### config.mk
export PLATFORM = sky130hd
export DESIGN_NAME = eth_port_dispatch
export DESIGN_NICKNAME = d
export VERILOG_FILES = /design/src/rtl/eth_pkg.sv /design/src/rtl/eth_port_dispatch_fifo.sv /design/src/rtl/eth_port_dispatch.sv
export SDC_FILE = /design/constraint.sdc
export NUM_CORES = 1
export LEC_CHECK = 0
export BUFFER_PORTS_ARGS = -buffer_cell sky130_fd_sc_hd__buf_2
export CAP_MARGIN = 20
export CORE_MARGIN = 1.5
export CORE_UTILIZATION = 45
export CTS_CLUSTER_SIZE = 8
export DETAILED_ROUTE_END_ITERATION = 8
export HOLD_SLACK_MARGIN = 0.08
export SYNTH_ARGS = -nofsm -noshare
export SYNTH_HDL_FRONTEND = slang
export SYNTH_SLANG_ARGS = --single-unit
### constraint.sdc
create_clock -name clk -period 7.1 [get_ports clk]
set_input_delay 1.065 -clock clk [delete_from_list [all_inputs] [get_ports clk]]
set_output_delay 1.065 -clock clk [all_outputs]
set_load 0.005 [all_outputs]
### src/rtl/eth_pkg.sv
// Shared definitions for the Ethernet port dispatcher: word layout,
// default destination addresses and the writer/reader state encodings.
package eth_pkg;

   localparam int ETH_WORD_W = 34;
   localparam int SOP_BIT    = 32;
   localparam int EOP_BIT    = 33;

   localparam logic [31:0] DEFAULT_PORTA_ADDR = 32'hABCD;
   localparam logic [31:0] DEFAULT_PORTB_ADDR = 32'hBEEF;

   typedef enum logic [1:0] {
      WR_IDLE    = 2'd0,
      WR_PKT     = 2'd1,
      WR_DISCARD = 2'd2
   } wrState_t;

   typedef enum logic [1:0] {
      RD_IDLE  = 2'd0,
      RD_FWD_A = 2'd1,
      RD_FWD_B = 2'd2,
      RD_DROP  = 2'd3
   } rdState_t;

   // Snapshot of both FSMs, brought out so checkers can bind to it.
   typedef struct packed {
      wrState_t wrState;
      rdState_t rdState;
      logic     firstWord;
   } dbgState_t;

   function automatic logic isSop(input logic [ETH_WORD_W-1:0] word);
      return word[SOP_BIT];
   endfunction

   function automatic logic isEop(input logic [ETH_WORD_W-1:0] word);
      return word[EOP_BIT];
   endfunction

endpackage

### src/rtl/eth_port_dispatch_fifo.sv
// Word FIFO between the writer and reader FSMs. The head word is visible
// combinationally; a write into a full FIFO is ignored (no write-through).
module eth_word_fifo
   import eth_pkg::*;
#(
   parameter int DEPTH = 16
) (
   input  logic                    clk,
   input  logic                    resetN,
   input  logic                    wrEn,
   input  logic [ETH_WORD_W-1:0]   wrData,
   input  logic                    rdEn,
   output logic [ETH_WORD_W-1:0]   head,
   output logic                    empty,
   output logic                    full,
   output logic [$clog2(DEPTH):0]  count
);

   localparam int AW = $clog2(DEPTH);
   localparam int CW = AW + 1;

   logic [ETH_WORD_W-1:0] mem [DEPTH];
   logic [AW-1:0]         wrPtr;
   logic [AW-1:0]         rdPtr;
   logic                  doWr;
   logic                  doRd;

   assign empty = (count == '0);
   assign full  = (count == CW'(DEPTH));
   assign doWr  = wrEn && !full;
   assign doRd  = rdEn && !empty;
   assign head  = mem[rdPtr];

   // Storage array; contents need no reset since count gates visibility.
   always_ff @(posedge clk) begin
      if (doWr) begin
         mem[wrPtr] <= wrData;
      end
   end

   // Pointers wrap naturally because DEPTH is a power of two.
   always_ff @(posedge clk or negedge resetN) begin
      if (!resetN) begin
         wrPtr <= '0;
         rdPtr <= '0;
         count <= '0;
      end else begin
         if (doWr) wrPtr <= wrPtr + 1'b1;
         if (doRd) rdPtr <= rdPtr + 1'b1;
         case ({doWr, doRd})
            2'b10:   count <= count + 1'b1;
            2'b01:   count <= count - 1'b1;
            default: count <= count;
         endcase
      end
   end

endmodule

### src/rtl/eth_port_dispatch.sv
// Ethernet port dispatcher: buffers the receive word stream, decodes the
// destination in each header word and forwards packets to port A or B.
// Unknown destinations, stray words and overflowed tails are dropped.
//
// Handshake: on each port a word transfers on a cycle where portXValid and
// portXReady are both high; valid never depends on ready, and data is zero
// whenever valid is low. Only one port is ever valid at a time.
module eth_port_dispatch
   import eth_pkg::*;
#(
   parameter logic [31:0] PORTA_ADDR = DEFAULT_PORTA_ADDR,
   parameter logic [31:0] PORTB_ADDR = DEFAULT_PORTB_ADDR,
   parameter int          DEPTH      = 16
) (
   input  logic                    clk,
   input  logic                    resetN,
   input  logic                    inWrEn,
   input  logic [ETH_WORD_W-1:0]   inData,
   output logic                    portAValid,
   output logic [ETH_WORD_W-1:0]   portAData,
   input  logic                    portAReady,
   output logic                    portAAbort,
   output logic                    portBValid,
   output logic [ETH_WORD_W-1:0]   portBData,
   input  logic                    portBReady,
   output logic                    portBAbort,
   output logic [15:0]             dropCnt,
   output logic [15:0]             pktCntA,
   output logic [15:0]             pktCntB,
   output dbgState_t               dbgState,
   output logic [$clog2(DEPTH):0]  dbgFifoCount
);

   wrState_t              wrState;
   wrState_t              wrNext;
   rdState_t              rdState;
   rdState_t              rdNext;
   logic                  firstWord;
   logic                  firstWordNext;
   logic                  fifoWrEn;
   logic                  fifoRdEn;
   logic                  fifoEmpty;
   logic                  fifoFull;
   logic [ETH_WORD_W-1:0] head;
   logic                  inSop;
   logic                  inEop;
   logic                  headSop;
   logic                  headEop;
   logic                  hitA;
   logic                  hitB;
   logic                  truncated;
   logic                  wrDrop;
   logic                  rdDrop;
   logic                  pktDoneA;
   logic                  pktDoneB;
   logic [16:0]           dropSum;

   eth_word_fifo #(.DEPTH(DEPTH)) uFifo (
      .clk    (clk),
      .resetN (resetN),
      .wrEn   (fifoWrEn),
      .wrData (inData),
      .rdEn   (fifoRdEn),
      .head   (head),
      .empty  (fifoEmpty),
      .full   (fifoFull),
      .count  (dbgFifoCount)
   );

   assign inSop     = isSop(inData);
   assign inEop     = isEop(inData);
   assign headSop   = isSop(head);
   assign headEop   = isEop(head);
   assign hitA      = (head[31:0] == PORTA_ADDR);
   assign hitB      = (head[31:0] == PORTB_ADDR);
   // A sop at the head after the current packet started means the old
   // packet lost its tail; the sop belongs to the next packet.
   assign truncated = headSop && !firstWord;
   assign dbgState  = '{wrState: wrState, rdState: rdState, firstWord: firstWord};

   // FSM state registers for writer and reader.
   always_ff @(posedge clk or negedge resetN) begin
      if (!resetN) begin
         wrState   <= WR_IDLE;
         rdState   <= RD_IDLE;
         firstWord <= 1'b0;
      end else begin
         wrState   <= wrNext;
         rdState   <= rdNext;
         firstWord <= firstWordNext;
      end
   end

   // Writer: admit whole packets while space lasts, discard the rest.
   always_comb begin
      wrNext   = wrState;
      fifoWrEn = 1'b0;
      wrDrop   = 1'b0;
      if (inWrEn) begin
         case (wrState)
            WR_IDLE: begin
               if (!inSop) begin
                  wrDrop = 1'b1;
               end else if (!fifoFull) begin
                  fifoWrEn = 1'b1;
                  if (!inEop) wrNext = WR_PKT;
               end else begin
                  wrDrop = 1'b1;
                  if (!inEop) wrNext = WR_DISCARD;
               end
            end
            WR_PKT: begin
               if (!fifoFull) begin
                  fifoWrEn = 1'b1;
                  if (inEop) wrNext = WR_IDLE;
               end else begin
                  wrDrop = 1'b1;
                  wrNext = inEop ? WR_IDLE : WR_DISCARD;
               end
            end
            WR_DISCARD: begin
               wrDrop = 1'b1;
               if (inEop) wrNext = WR_IDLE;
            end
            default: wrNext = WR_IDLE;
         endcase
      end
   end

   // Reader: decode the header, then stream or drop the packet.
   always_comb begin
      rdNext        = rdState;
      firstWordNext = firstWord;
      fifoRdEn      = 1'b0;
      rdDrop        = 1'b0;
      pktDoneA      = 1'b0;
      pktDoneB      = 1'b0;
      portAValid    = 1'b0;
      portAData     = '0;
      portAAbort    = 1'b0;
      portBValid    = 1'b0;
      portBData     = '0;
      portBAbort    = 1'b0;
      case (rdState)
         RD_IDLE: begin
            if (!fifoEmpty) begin
               if (!headSop) begin
                  fifoRdEn = 1'b1;
                  rdDrop   = 1'b1;
               end else if (hitA) begin
                  rdNext        = RD_FWD_A;
                  firstWordNext = 1'b1;
               end else if (hitB) begin
                  rdNext        = RD_FWD_B;
                  firstWordNext = 1'b1;
               end else begin
                  rdNext        = RD_DROP;
                  firstWordNext = 1'b1;
               end
            end
         end
         RD_FWD_A: begin
            if (!fifoEmpty) begin
               if (truncated) begin
                  portAAbort = 1'b1;
                  rdNext     = RD_IDLE;
               end else begin
                  portAValid = 1'b1;
                  portAData  = head;
                  if (portAReady) begin
                     fifoRdEn      = 1'b1;
                     firstWordNext = 1'b0;
                     if (headEop) begin
                        pktDoneA = 1'b1;
                        rdNext   = RD_IDLE;
                     end
                  end
               end
            end
         end
         RD_FWD_B: begin
            if (!fifoEmpty) begin
               if (truncated) begin
                  portBAbort = 1'b1;
                  rdNext     = RD_IDLE;
               end else begin
                  portBValid = 1'b1;
                  portBData  = head;
                  if (portBReady) begin
                     fifoRdEn      = 1'b1;
                     firstWordNext = 1'b0;
                     if (headEop) begin
                        pktDoneB = 1'b1;
                        rdNext   = RD_IDLE;
                     end
                  end
               end
            end
         end
         RD_DROP: begin
            if (!fifoEmpty) begin
               if (truncated) begin
                  rdNext = RD_IDLE;
               end else begin
                  fifoRdEn      = 1'b1;
                  rdDrop        = 1'b1;
                  firstWordNext = 1'b0;
                  if (headEop) rdNext = RD_IDLE;
               end
            end
         end
         default: rdNext = RD_IDLE;
      endcase
   end

   assign dropSum = {1'b0, dropCnt} + 17'(wrDrop) + 17'(rdDrop);

   // Drop counter saturates; packet counters wrap.
   always_ff @(posedge clk or negedge resetN) begin
      if (!resetN) begin
         dropCnt <= '0;
         pktCntA <= '0;
         pktCntB <= '0;
      end else begin
         dropCnt <= dropSum[16] ? 16'hFFFF : dropSum[15:0];
         if (pktDoneA) pktCntA <= pktCntA + 16'd1;
         if (pktDoneB) pktCntB <= pktCntB + 16'd1;
      end
   end

endmodule

# Word-level counts from Yosys, hierarchy flattened
# Memories as Yosys holds them, arrays and structs flattened.
# Index checks and enable logic that the tools add are counted.
# op_classes
n_mux,76
n_reduce_logical,13
add_sub_neg,8
n_eq_ne,24
# ops
op,n
two-way mux 34 bit,4
== test 32 x 16 -> 1 bit (second input constant),2
two-way mux 1 bit,44
two-way mux 2 bit,19
adder 16 x 1 -> 16 bit (second input constant),2
inequality test 2 bit (second input constant),12
adder 16 x 1 -> 17 bit,1
adder 17 x 1 -> 17 bit,1
two-way mux 16 bit,1
case mux 5 bit (2 select lines),1
AND reduction 10 bit,1
adder 4 x 1 -> 4 bit (second input constant),2
== test 2 bit (second input constant),4
case mux 1 bit (4 select lines),2
case mux 2 bit (4 select lines),1
AND reduction 7 bit,1
== test 2 x 1 -> 1 bit (second input constant),3
inequality test 3 bit (second input constant),2
case mux 2 bit (3 select lines),1
adder 5 x 1 -> 5 bit (second input constant),1
== test 5 bit (second input constant),1
logical NOT 5 bit,1
subtractor 5 x 1 -> 5 bit (second input constant),1
logical NOT 2 bit,2
6 further kinds,11
# word_totals
out_inout_bits,130
ff_bits,66
ram_bits,544
word_cells,131
inputBits,39
mem_count,1
# memory_table
memory,depth,word_bits,rd,rd_ports_with_merged_regs,write_ports,line_no,source
uFifo.mem,16,34,1,0,1,eth_port_dispatch_fifo.sv:22,logic [ETH_WORD_W-1:0] mem [DEPTH];

# Logic depth before layout (Yosys ltp)
# Gate-level depths: netlist of the first run.
# depth
ltp_word,8
depth_mapped,17
depth_no_buf,14

# Modules after synthesis
# A second synthesis of the first run with hierarchy kept.
# unflattened
hier_cells,1408
hier_area_um2,25001.5
# modules_own_cells
module,instances,area_per_inst_um2,cells_each,seq_area_each_um2
eth_word_fifo,1,21742.1,1065,16661.0
eth_port_dispatch,1,3259.4,343,1326.3

# Least setup slack after synthesis of the first run
# OpenSTA, ideal clock, no wires.
# synth_path
path_kind,input -> register
start,input inWrEn
end,memory uFifo.mem[3][0] (enable)
t_arrival_ns,4.297
setup_ns,0.467
required_ns,6.633
path_stages,4
setup_slack_ns,2.336
n_path_buf,0
path_cell_list,o21ai_0 -> nor3_1 -> nand2_1 -> nor3_1
# synth_between
elab_chain_len,4
# synth_lines
element,line_no,source
"start, declared",eth_port_dispatch.sv:17,"input logic inWrEn,"
two-way mux 1 bit,eth_port_dispatch.sv:99,if (inWrEn) begin
logical AND 1 bit,eth_port_dispatch_fifo.sv:30,assign doWr = wrEn && !full;
two-way mux 1 bit,eth_port_dispatch_fifo.sv:36,if (doWr) begin
two-way mux 1 bit (implied by the code),eth_port_dispatch_fifo.sv:37,mem[wrPtr] <= wrData;
"end, declared",eth_port_dispatch_fifo.sv:22,
# No other way between the ends.

# Worst setup path after layout of the first run
# layout_path
start,register uFifo.rdPtr[1]
end,output portAData[20]
# layout_between
elab_chain_len,5
# layout_lines
element,line_no,source
"start, declared",eth_port_dispatch_fifo.sv:24,logic [AW-1:0] rdPtr;
"start signal, assigned",eth_port_dispatch_fifo.sv:49,if (doRd) rdPtr <= rdPtr + 1'b1;
memory (16 x 34 bit) *,--,
logical AND 1 bit,eth_port_dispatch.sv:78,assign truncated = headSop && !firstWord;
two-way mux 34 bit *,eth_port_dispatch.sv:164,if (truncated) begin
two-way mux 34 bit *,eth_port_dispatch.sv:163,if (!fifoEmpty) begin
two-way mux 34 bit *,eth_port_dispatch.sv:144,case (rdState)
"end, declared",eth_port_dispatch.sv:20,"output logic [ETH_WORD_W-1:0] portAData,"
# Every way passes the cells marked *; elsewhere a longest branch is shown, timed or not.

==> results of run 1 <==
registers in the layout, indices dropped and copies added (netlist names):
register     flops
dropCnt         16
firstWord        1
pktCntA         16
pktCntB         16
rdState          2
uFifo.count      5
uFifo.mem      544
uFifo.rdPtr      4
uFifo.wrPtr      4
wrState          2
worst max-delay path, cell delays in order (launching register included):
cell and delay [ps]:
dfrtp_4 1170, mux4_2 620, mux4_2 550, a21oi_2 530, nand2_1 600, buf_4 430, a21oi_1 160, buf_2 130
logic make-up after synthesis:
family,count (synthesis),synth area share
flops,610,0.731
mux,199,0.129
compound gates,198,0.0536
simple gates,192,0.0406
buf+inv,88,0.0184
xor+xnor,48,0.0171
fa+ha+maj,19,0.0103
report_power, final:
part	internal (uW)	switching, uW
Sequential	4240	339
Combinational	1510	2220
Clock	2230	1460
per-stage QoR:
stage	util	hold WS, ps	cells	area [um^2]	total power (uW)
CTS	0.533	462	2311	28800	12100
global route	0.533	484	2313	28800	12600
global placement	0.488	453	2185	26300	8310
detailed placement	0.489	452	2187	26400	8360
finish	0.533	460	2314	28800	12000
floorplan	-	465	1354	24600	7020
cell usage in the layout, fill, tap and decap left out, drive strengths merged, types with 14 or more instances in the layout:
cell,n
a21oi,63
a221oi,50
a22oi,27
and3,19
buf,203
clkbuf,117
dfrtp,66
edfxtp,544
ha,17
inv,27
mux2i,99
mux4,93
nand2,50
nand3,14
nand4,18
nor2,40
nor3,16
o21ai,35
xnor2,29
xor2,19
metal layers:
layer / wire, um / share of wire / vias up
met5: 11 / 0.00018 / -
met2: 27500 / 0.46 / 550
met1: 26600 / 0.44 / 7054
met4: 1300 / 0.022 / 2
met3: 4620 / 0.077 / 83
li1: - / - / 5923
final cells by class:
cell class | count | area share
Antenna cell | 2 | 0.000174
Clock buffer | 117 | 0.0799
Clock inverter | 7 | 0.00331
Inverter | 23 | 0.00300
Multi-Input combinational cell | 656 | 0.218
Sequential cell | 610 | 0.626
Tap cell | 696 | 0.0303
Timing Repair Buffer | 203 | 0.0397
worst min path at each step:
stage	startpoint	endpoint	slack [ps]	cells after the start
after global routing	pktCntA[15]	pktCntA[15]	480	1
final	pktCntB[15]	pktCntB[15]	460	1
after global placement	pktCntB[15]	pktCntB[15]	450	1
after detailed placement	pktCntB[15]	pktCntB[15]	450	1
after CTS	pktCntB[15]	pktCntB[15]	460	1
after floorplan	pktCntB[15]	pktCntB[15]	460	1
==> run_results.csv, run 1 <==
group,metric,value,unit
power,ir_drop,338,uV
clock_network,htree_num_levels,3,
power,p_leak,0.0104,uW
global_route,busiest_layer,"met2",
worst_setup_path,reg2regPathDepth,12,
floorplanning,fp-row-count,85,
clock_network,postCtsHoldBufs,0,
global_route,grt_start_max_net_pins,67,
timing,setup_violations,0,
worst_setup_path,path_max_fanout,62,
place,pre_cts_slack,1920,ps
logic_synthesis,synth.top_cells.by_count,"544 x edfxtp_1, 99 x mux2i_1, 93 x mux4_2",
logic_synthesis,ys_seq_elements,610,
timing,rsz0062_at_grt,"no",
routing,wl_per_cell,26.0,um
place,io_buffers,168,
timing,worstMarginPinSlew,1120,ps
cells_and_area,nFillCells,4196,
global_route,use_met2,0.329,
logic_synthesis,syn_nets,1412,
routing,ant_nets,0,
global_route,grt_overflow,0,
job,drv_cap,0,
floorplanning,die_x,237,um
power,pwr_density_cell,417,nW/um^2
timing,tns,0,ps
worst_setup_path,endpoint,"portAData[20]",
clock_network,clock_latency,620,ps
worst_setup_path,reg2reg_to,"dropCnt[5]",
logic_synthesis,synth.most_common_cell,"edfxtp_1",
logic_synthesis,synth_cell_types,55,
cells_and_area,drive_above_1_share,0.262,
cells_and_area,register_area,18000,um^2
routing,routed_wirelength,60100,um
logic_synthesis,seq_area_frac_synth,0.731,
worst_setup_path,crit_type,"reg2out",
floorplanning,initial_core_util,0.456,
clock_network,post_cts.repair.setup_buffers,0,
clock_network,cts-root-buf,"clkbuf_16",
floorplanning,pin_count,169,
worst_setup_path,cp-end-kind,"output port",
worst_setup_path,crit_required,6030,ps
routing,drt_first_pass_iters,5,
logic_synthesis,yosys_warnings,0,
clock_network,ctsLongestPathBuffers,3,
floorplanning,die_area,56100,um^2
routing,drt_iter0_markers,1277,
floorplanning,core,53900,um^2
logic_synthesis,async_reset_ff_frac,0.108,
worst_setup_path,cp-start-kind,"flop",
status,status,"complete, no violations",
global_route,antenna_found_initial,4,
cells_and_area,multi_input_area,6270,um^2
routing,drc_errors,0,
routing,viasPerCell,5.88,
cells_and_area,area_growth,17.0,%
logic_synthesis,synthCells,1354,
timing,hold_viol,0,
timing,worst_slack,1190,ps
worst_setup_path,arrival,4850,ps
global_route,grt_pass1_vias,13600,
logic_synthesis,syn-cell-area,24600,um^2
worst_setup_path,reg2reg_from,"uFifo.rdPtr[1]",
clock_network,clock_sinks,610,
place,dp_hpwl,34400,um
clock_network,cts_resized,0,
worst_setup_path,r2r_slack,2180,ps
global_route,grt_util_met1,0.313,
logic_synthesis,synth_top_area_share,0.664,
timing,fmax,0.169,GHz
logic_synthesis,syn_avg_cell_area,18.2,um^2
global_route,grt.total_usage,0.218,
clock_network,cts_made_buffers,86,
global_route,met3_usage,0.0511,
worst_setup_path,startpoint,"uFifo.rdPtr[1]",
place,gp_congestion,0.784,
worst_hold_path,hp-class,"reg2reg",
logic_synthesis,synth_top_area_cell,"edfxtp_1",
clock_network,cts_tree,"built",
global_route,grt_pass1_wl,88700,um
timing,post-route-period-util,0.833,
logic_synthesis,synth-edff-count,544,
timing,fin_worst_skew,20.0,ps
floorplanning,die_h,237,um
clock_network,clkTransAtPathRegs,50,ps
routing,vias,13600,
timing,min_period,5910,ps
logic_synthesis,synth_ff_type,"edfxtp_1",
timing,slew_headroom,0.254,
cells_and_area,nets,1638,
logic_synthesis,netlist_top_cells_area,"edfxtp_1 66%, mux4_2 8.5%, dfrtp_1 6.7%",
timing,maxSlewViolCount,0,
Note: power is estimated with default switching activity, not from simulation.
==> inputs of run 2 (changes only) <==
--- a/config.mk
+++ b/config.mk
@@ -5,6 +5,7 @@
 export SDC_FILE = /design/constraint.sdc
 export NUM_CORES = 1
 export LEC_CHECK = 0
+export ABC_AREA = 1
 export BUFFER_PORTS_ARGS = -buffer_cell sky130_fd_sc_hd__buf_2
 export CAP_MARGIN = 20
 export CORE_MARGIN = 1.5
==> constraint.sdc (replaced) <==
create_clock -name clk -period 5.1 [get_ports clk]
set_input_delay 0.765 -clock clk [delete_from_list [all_inputs] [get_ports clk]]
set_output_delay 0.765 -clock clk [all_outputs]
set_load 0.005 [all_outputs]
==> run 2 against run 1 <==
Against the previous run:
- cell count increased by 51%
- worst hold slack got worse by 260 ps
- non-clock buffer count rose by 7
- critical endpoint is now portBData[27]
==> run_results.csv, run 2 <==
group,metric,value,unit
status,status,"complete, no violations",
routing,wl_per_cell,19.8,um
floorplanning,die_h,246,um
routing,drt_iter0_markers,1749,
timing,setup_violations,0,
logic_synthesis,synth_ff_type,"edfxtp_1",
global_route,grt_overflow,0,
worst_setup_path,path_max_fanout,96,
global_route,grt_pass1_vias,17600,
routing,routed_wirelength,69000,um
power,pwr_density_cell,565,nW/um^2
cells_and_area,regMostFlops,"uFifo.mem",
routing,drt_first_pass_iters,7,
routing,vias,18400,
clock_network,clock_latency,630,ps
floorplanning,fp-row-count,88,
routing,drc_errors,0,
global_route,grt_pass1_wl,105000,um
cells_and_area,instances_no_fill,3487,
clock_network,cts-root-buf,"clkbuf_16",
worst_setup_path,cp-end-kind,"output port",
global_route,grt.total_usage,0.230,
clock_network,clkTransAtPathRegs,50,ps
worst_setup_path,cpPeakStageDelay,900,ps
floorplanning,die_area,60500,um^2
place,pre_cts_slack,929,ps
timing,rsz0062_at_grt,"no",
logic_synthesis,synth_cell_types,41,
clock_network,postCtsHoldBufs,0,
job,drv_cap,0,
timing,fin_worst_skew,21.5,ps
logic_synthesis,netlist_top_cells_area,"edfxtp_1 61%, nand2_1 10%, dfrtp_1 6.2%",
timing,min_period,4540,ps
timing,worstMarginPinSlew,1090,ps
logic_synthesis,synth_top_area_cell,"edfxtp_1",
place,dp.cells,3359,
global_route,antenna_found_initial,4,
cells_and_area,nets,2742,
floorplanning,pin_count,169,
worst_setup_path,crit_family,"buffers and inverters",
logic_synthesis,synth_top_area_share,0.615,
place,io_buffers,168,
logic_synthesis,synth.most_common_cell,"nand2_1",
cells_and_area,area_growth,14.8,%
logic_synthesis,yosys_warnings,0,
worst_setup_path,cp_num_buf_inv,3,
worst_setup_path,crit_required,4340,ps
clock_network,post_cts.repair.setup_buffers,0,
cells_and_area,drive_above_1_share,0.126,
timing,hold_viol,0,
timing,maxSlewViolCount,0,
worst_setup_path,reg2reg_to,"dropCnt[4]",
logic_synthesis,synth_xor_area_frac,0.0112,
cells_and_area,layout_commonest_cell,"nand2_1",
cells_and_area,largest_reg_flops,544,
worst_setup_path,arrival,3780,ps
cells_and_area,final_area,30500,um^2
worst_setup_path,slowest_stage,"buf_4",
clock_network,cts_made_buffers,86,
worst_setup_path,cp_common_cell,"nand2_1",
timing,post-route-period-util,0.890,
global_route,grt_start_max_net_pins,119,
logic_synthesis,ys_seq_elements,610,
floorplanning,die_x,246,um
worst_setup_path,cp-start-kind,"flop",
power,p_leak,0.0119,uW
worst_setup_path,path_cells,"buf_4 > buf_4 > nand2_1 > nand3_1 > nand2_1 > nor2_1 > nand2_1 > nand2_1 > nand3_1 > nor2_1 > buf_2",
cells_and_area,mostFrequentLayoutCells,"717 x nand2_1, 544 x edfxtp_1, 364 x nor2_1",
logic_synthesis,seq_area_frac_synth,0.677,
place,dp_hpwl,38700,um
clock_network,htree_num_levels,3,
worst_setup_path,reg2reg_from,"uFifo.rdPtr[0]",
logic_synthesis,synth.top_cells.by_count,"717 x nand2_1, 544 x edfxtp_1, 380 x nor2_1",
logic_synthesis,syn-cell-area,26600,um^2
power,p_total,17200,uW
timing,slew_headroom,0.272,
logic_synthesis,synth-edff-count,544,
routing,viasPerCell,5.28,
worst_setup_path,r2r_slack,900,ps
place,gp_congestion,0.857,
clock_network,ctsLongestPathBuffers,3,
clock_network,cts_resized,0,
clock_network,cts_tree,"built",
worst_hold_path,hp-class,"in2async",
floorplanning,core,58000,um^2
worst_setup_path,reg2regPathDepth,19,
logic_synthesis,async_reset_ff_frac,0.108,
logic_synthesis,syn_nets,2567,
logic_synthesis,synth_compound_area_frac,0.0467,
clock_network,clock_sinks,610,
cells_and_area,nFillCells,5049,
logic_synthesis,synth_adder_area_share,0.00951,
place,dpl-instance-area,28000,um^2
logic_synthesis,synth_mux_area_frac,0,
logic_synthesis,syn_avg_cell_area,10.6,um^2
power,ir_drop,380,uV
floorplanning,initial_core_util,0.458,
logic_synthesis,synthCells,2509,
logic_synthesis,synth_top_family_by_area,"simple AND/OR/NAND/NOR gates",
logic_synthesis,synth_simple_gate_area_frac,0.204,
timing,worst_slack,559,ps
timing,fmax,0.220,GHz
worst_setup_path,crit_type,"reg2out",
routing,ant_nets,0,
timing,tns,0,ps
[run 2: cell types whose count changed after synthesis, moves of 18 or more]
cell / change
nand2_1: +667
nor2_1: +340
nand3_1: +186
inv_1: +108
mux2i_1: -99
mux4_2: -93
o21ai_0: +69
a221oi_1: -50
o21ai_1: +26
a22oi_1: -25
buf_6: +22
buf_2: +21
a21oi_1: +18
and3_1: -18
[run 2: layout make-up]
type	instances	area [um^2]	share of cell area
sequential	610	18000	0.590
multi-input combinational	1632	7330	0.240
clock buffer	117	2270	0.0744
timing repair buffer	210	1260	0.0413
tap	765	957	0.0314
inverter	144	547	0.0179
clock inverter	8	154	0.00504
antenna	1	2.50	0.0000820
[run 2: worst max path at each step]
stage / from / endpoint / slack (ps) / depth (start not counted)
after floorplan: uFifo.rdPtr[0] / dropCnt[11] / 1660 / 22
after global placement: uFifo.rdPtr[0] / dropCnt[11] / 1000 / 19
after detailed placement: uFifo.rdPtr[0] / dropCnt[2] / 930 / 19
after CTS: uFifo.rdPtr[0] / portBData[27] / 550 / 11
after global routing: uFifo.rdPtr[0] / portAData[26] / 270 / 11
final: uFifo.rdPtr[0] / portBData[27] / 560 / 11
[run 2: cell families (layout without fill, tap and decap cells)]
group                    Yosys count  in the layout
AO/OA/AOI/OAI                    236            236
XOR/XNOR                          34             34
adder cells (fa/ha/maj)           19             19
buffers and inverters            267            479
flip-flops                       610            610
other                              0              1
AND/OR/NAND/NOR                 1343           1343
[run 2: metal layers]
layer,track usage,vias up,part of all wire
li1,-,8778,-
met1,0.321,8841,0.44
met2,0.369,667,0.47
met3,0.0364,110,0.071
met4,0.0715,4,0.020
met5,0,-,0.00020
[run 2: per-stage QoR]
stage / util / hold slack [ps]
global route: 0.526 / 254
CTS: 0.525 / 203
floorplan: - / 469
finish: 0.526 / 203
detailed placement: 0.483 / 509
global placement: 0.483 / 506
[run 2: report_power, final]
part | switching (uW) | total [uW] | internal, uW
registers | 234 | 6140 | 5910
clock network | 2100 | 5190 | 3090
logic | 4200 | 5910 | 1720
total | 6530 | 17200 | 10700
==> inputs of run 3 (changes only) <==
--- a/config.mk
+++ b/config.mk
@@ -13,6 +13,7 @@
 export CTS_CLUSTER_SIZE = 8
 export DETAILED_ROUTE_END_ITERATION = 8
 export HOLD_SLACK_MARGIN = 0.08
+export RECOVER_POWER = 25
 export SYNTH_ARGS = -nofsm -noshare
 export SYNTH_HDL_FRONTEND = slang
 export SYNTH_SLANG_ARGS = --single-unit
==> run 3 against run 2 <==
Against the previous run:
- sequential power about the same
- register-to-register slack about the same
- worst setup slack got worse by 0.84 ps
- global-route usage unchanged
- clock power about the same
- combinational power about the same
- critical endpoint is now portAData[17]
- largest power group unchanged
==> run_results.csv, run 3 (synthesis results as in run 2) <==
group,metric,value,unit
worst_setup_path,cp_common_cell,"nand2_1",
status,status,"complete, no violations",
worst_setup_path,path_max_fanout,96,
worst_setup_path,crit_type,"reg2out",
place,io_buffers,168,
worst_setup_path,slowest_stage,"buf_4",
cells_and_area,area_growth,14.6,%
worst_setup_path,cpPeakStageDelay,890,ps
worst_setup_path,crit_required,4340,ps
timing,fin_worst_skew,22.1,ps
worst_setup_path,cp-start-kind,"flop",
timing,maxSlewViolCount,0,
global_route,antenna_found_initial,2,
clock_network,clock_sinks,610,
routing,wl_per_cell,19.8,um
cells_and_area,regMostFlops,"uFifo.mem",
worst_setup_path,arrival,3780,ps
clock_network,htree_num_levels,3,
timing,setup_violations,0,
worst_setup_path,path_cells,"buf_4 > buf_4 > nand2_1 > nand3_1 > nand2_1 > nor2_1 > nand2_1 > nand2_1 > nand3_1 > nor2_1 > buf_2",
clock_network,post_cts.repair.setup_buffers,0,
routing,vias,18400,
place,dp_hpwl,38700,um
power,combPwrFrac,0.343,
timing,fmax,0.220,GHz
cells_and_area,nets,2742,
cells_and_area,largest_reg_flops,544,
global_route,grt_overflow,0,
routing,drc_errors,0,
timing,post-route-period-util,0.891,
power,p_total,17300,uW
clock_network,ctsLongestPathBuffers,3,
worst_hold_path,hp-class,"in2async",
timing,rsz0062_at_grt,"no",
power,ir_drop,383,uV
worst_setup_path,cp-end-kind,"output port",
clock_network,cts_tree,"built",
floorplanning,die_area,60500,um^2
cells_and_area,drive_above_1_share,0.116,
floorplanning,initial_core_util,0.458,
clock_network,clock_latency,630,ps
timing,tns,0,ps
power,p_clk_frac,0.301,
routing,ant_nets,0,
floorplanning,core,58000,um^2
power,pwr_density_cell,566,nW/um^2
floorplanning,pin_count,169,
power,p_leak,0.0118,uW
place,gp_congestion,0.857,
routing,viasPerCell,5.28,
global_route,grt_start_max_net_pins,119,
clock_network,cts_resized,0,
routing,drt_iter0_markers,1643,
floorplanning,fp-row-count,88,
clock_network,cts-root-buf,"clkbuf_16",
job,drv_cap,0,
timing,min_period,4540,ps
routing,drt_first_pass_iters,7,
global_route,grt_pass1_vias,17600,
power,power_switching,6540,uW
power,p_seq_frac,0.356,
cells_and_area,nFillCells,5055,
global_route,grt_pass1_wl,105000,um
clock_network,cts_made_buffers,86,
cells_and_area,mostFrequentLayoutCells,"717 x nand2_1, 544 x edfxtp_1, 364 x nor2_1",
global_route,grt.total_usage,0.230,
timing,slew_headroom,0.279,
power,sw_frac_of_total,0.379,
clock_network,clkTransAtPathRegs,50,ps
clock_network,postCtsHoldBufs,0,
floorplanning,die_x,246,um
cells_and_area,layout_commonest_cell,"nand2_1",
floorplanning,die_h,246,um
routing,routed_wirelength,69200,um
power,p_int,10700,uW
timing,hold_viol,0,
timing,worstMarginPinSlew,1080,ps
run 3: worst paths after layout:
kind                                start        endpoint  slack (ps)  cells after the start
max reg2reg                uFifo.rdPtr[0]      dropCnt[4]         890                     19
min in group clk                   inWrEn      wrState[0]         370                      2
min reg2reg                uFifo.count[0]  uFifo.count[0]         520                      1
min                                resetN       firstWord         200                      1
max in group asynchronous          resetN     pktCntA[15]        3930                      2
max                        uFifo.rdPtr[0]   portAData[17]         560                     11
run 3: through the flow:
step | area, um^2 | hold WS (ps) | cells | setup slack, ps | utilization
after floorplan | 26600 | 469 | 2509 | 1660 | -
after global placement | 28000 | 506 | 3359 | 1000 | 0.483
after detailed placement | 28000 | 509 | 3359 | 929 | 0.483
after CTS | 30500 | 203 | 3484 | 550 | 0.525
after global routing | 30500 | 254 | 3487 | 272 | 0.525
final | 30500 | 201 | 3487 | 558 | 0.525
run 3: critical path, delay by kind of cell (launching register included):
kind          cells  cell delay (ps)
buf+inv           3             1480
simple gates      8             1070
flops             1              500
run 3: power groups by stage:
stage	logic, uW	clock network, uW	registers [uW]
after floorplan	4170	0	6170
after global placement	5770	0	6220
after detailed placement	5870	0	6230
after CTS	5910	5280	6140
after global routing	6650	5470	6180
final	5910	5190	6150
run 3: final cells by class:
type	instances	area [um^2]	share of cell area
Sequential cell	610	18000	0.590
Multi-Input combinational cell	1632	7330	0.240
Clock buffer	117	2270	0.0744
Timing Repair Buffer	210	1220	0.0402
Tap cell	765	957	0.0314
Inverter	144	547	0.0179
Clock inverter	8	154	0.00505
Antenna cell	1	2.50	0.0000821
run 3: routing by layer:
metal  global-route usage  vias to the layer above  wire length, um
met5                    0                        -                0
met4               0.0715                        0             1300
met3               0.0364                      102             4560
met2                0.369                      643            32400
met1                0.321                     8889            30900
li1                     -                     8780                -
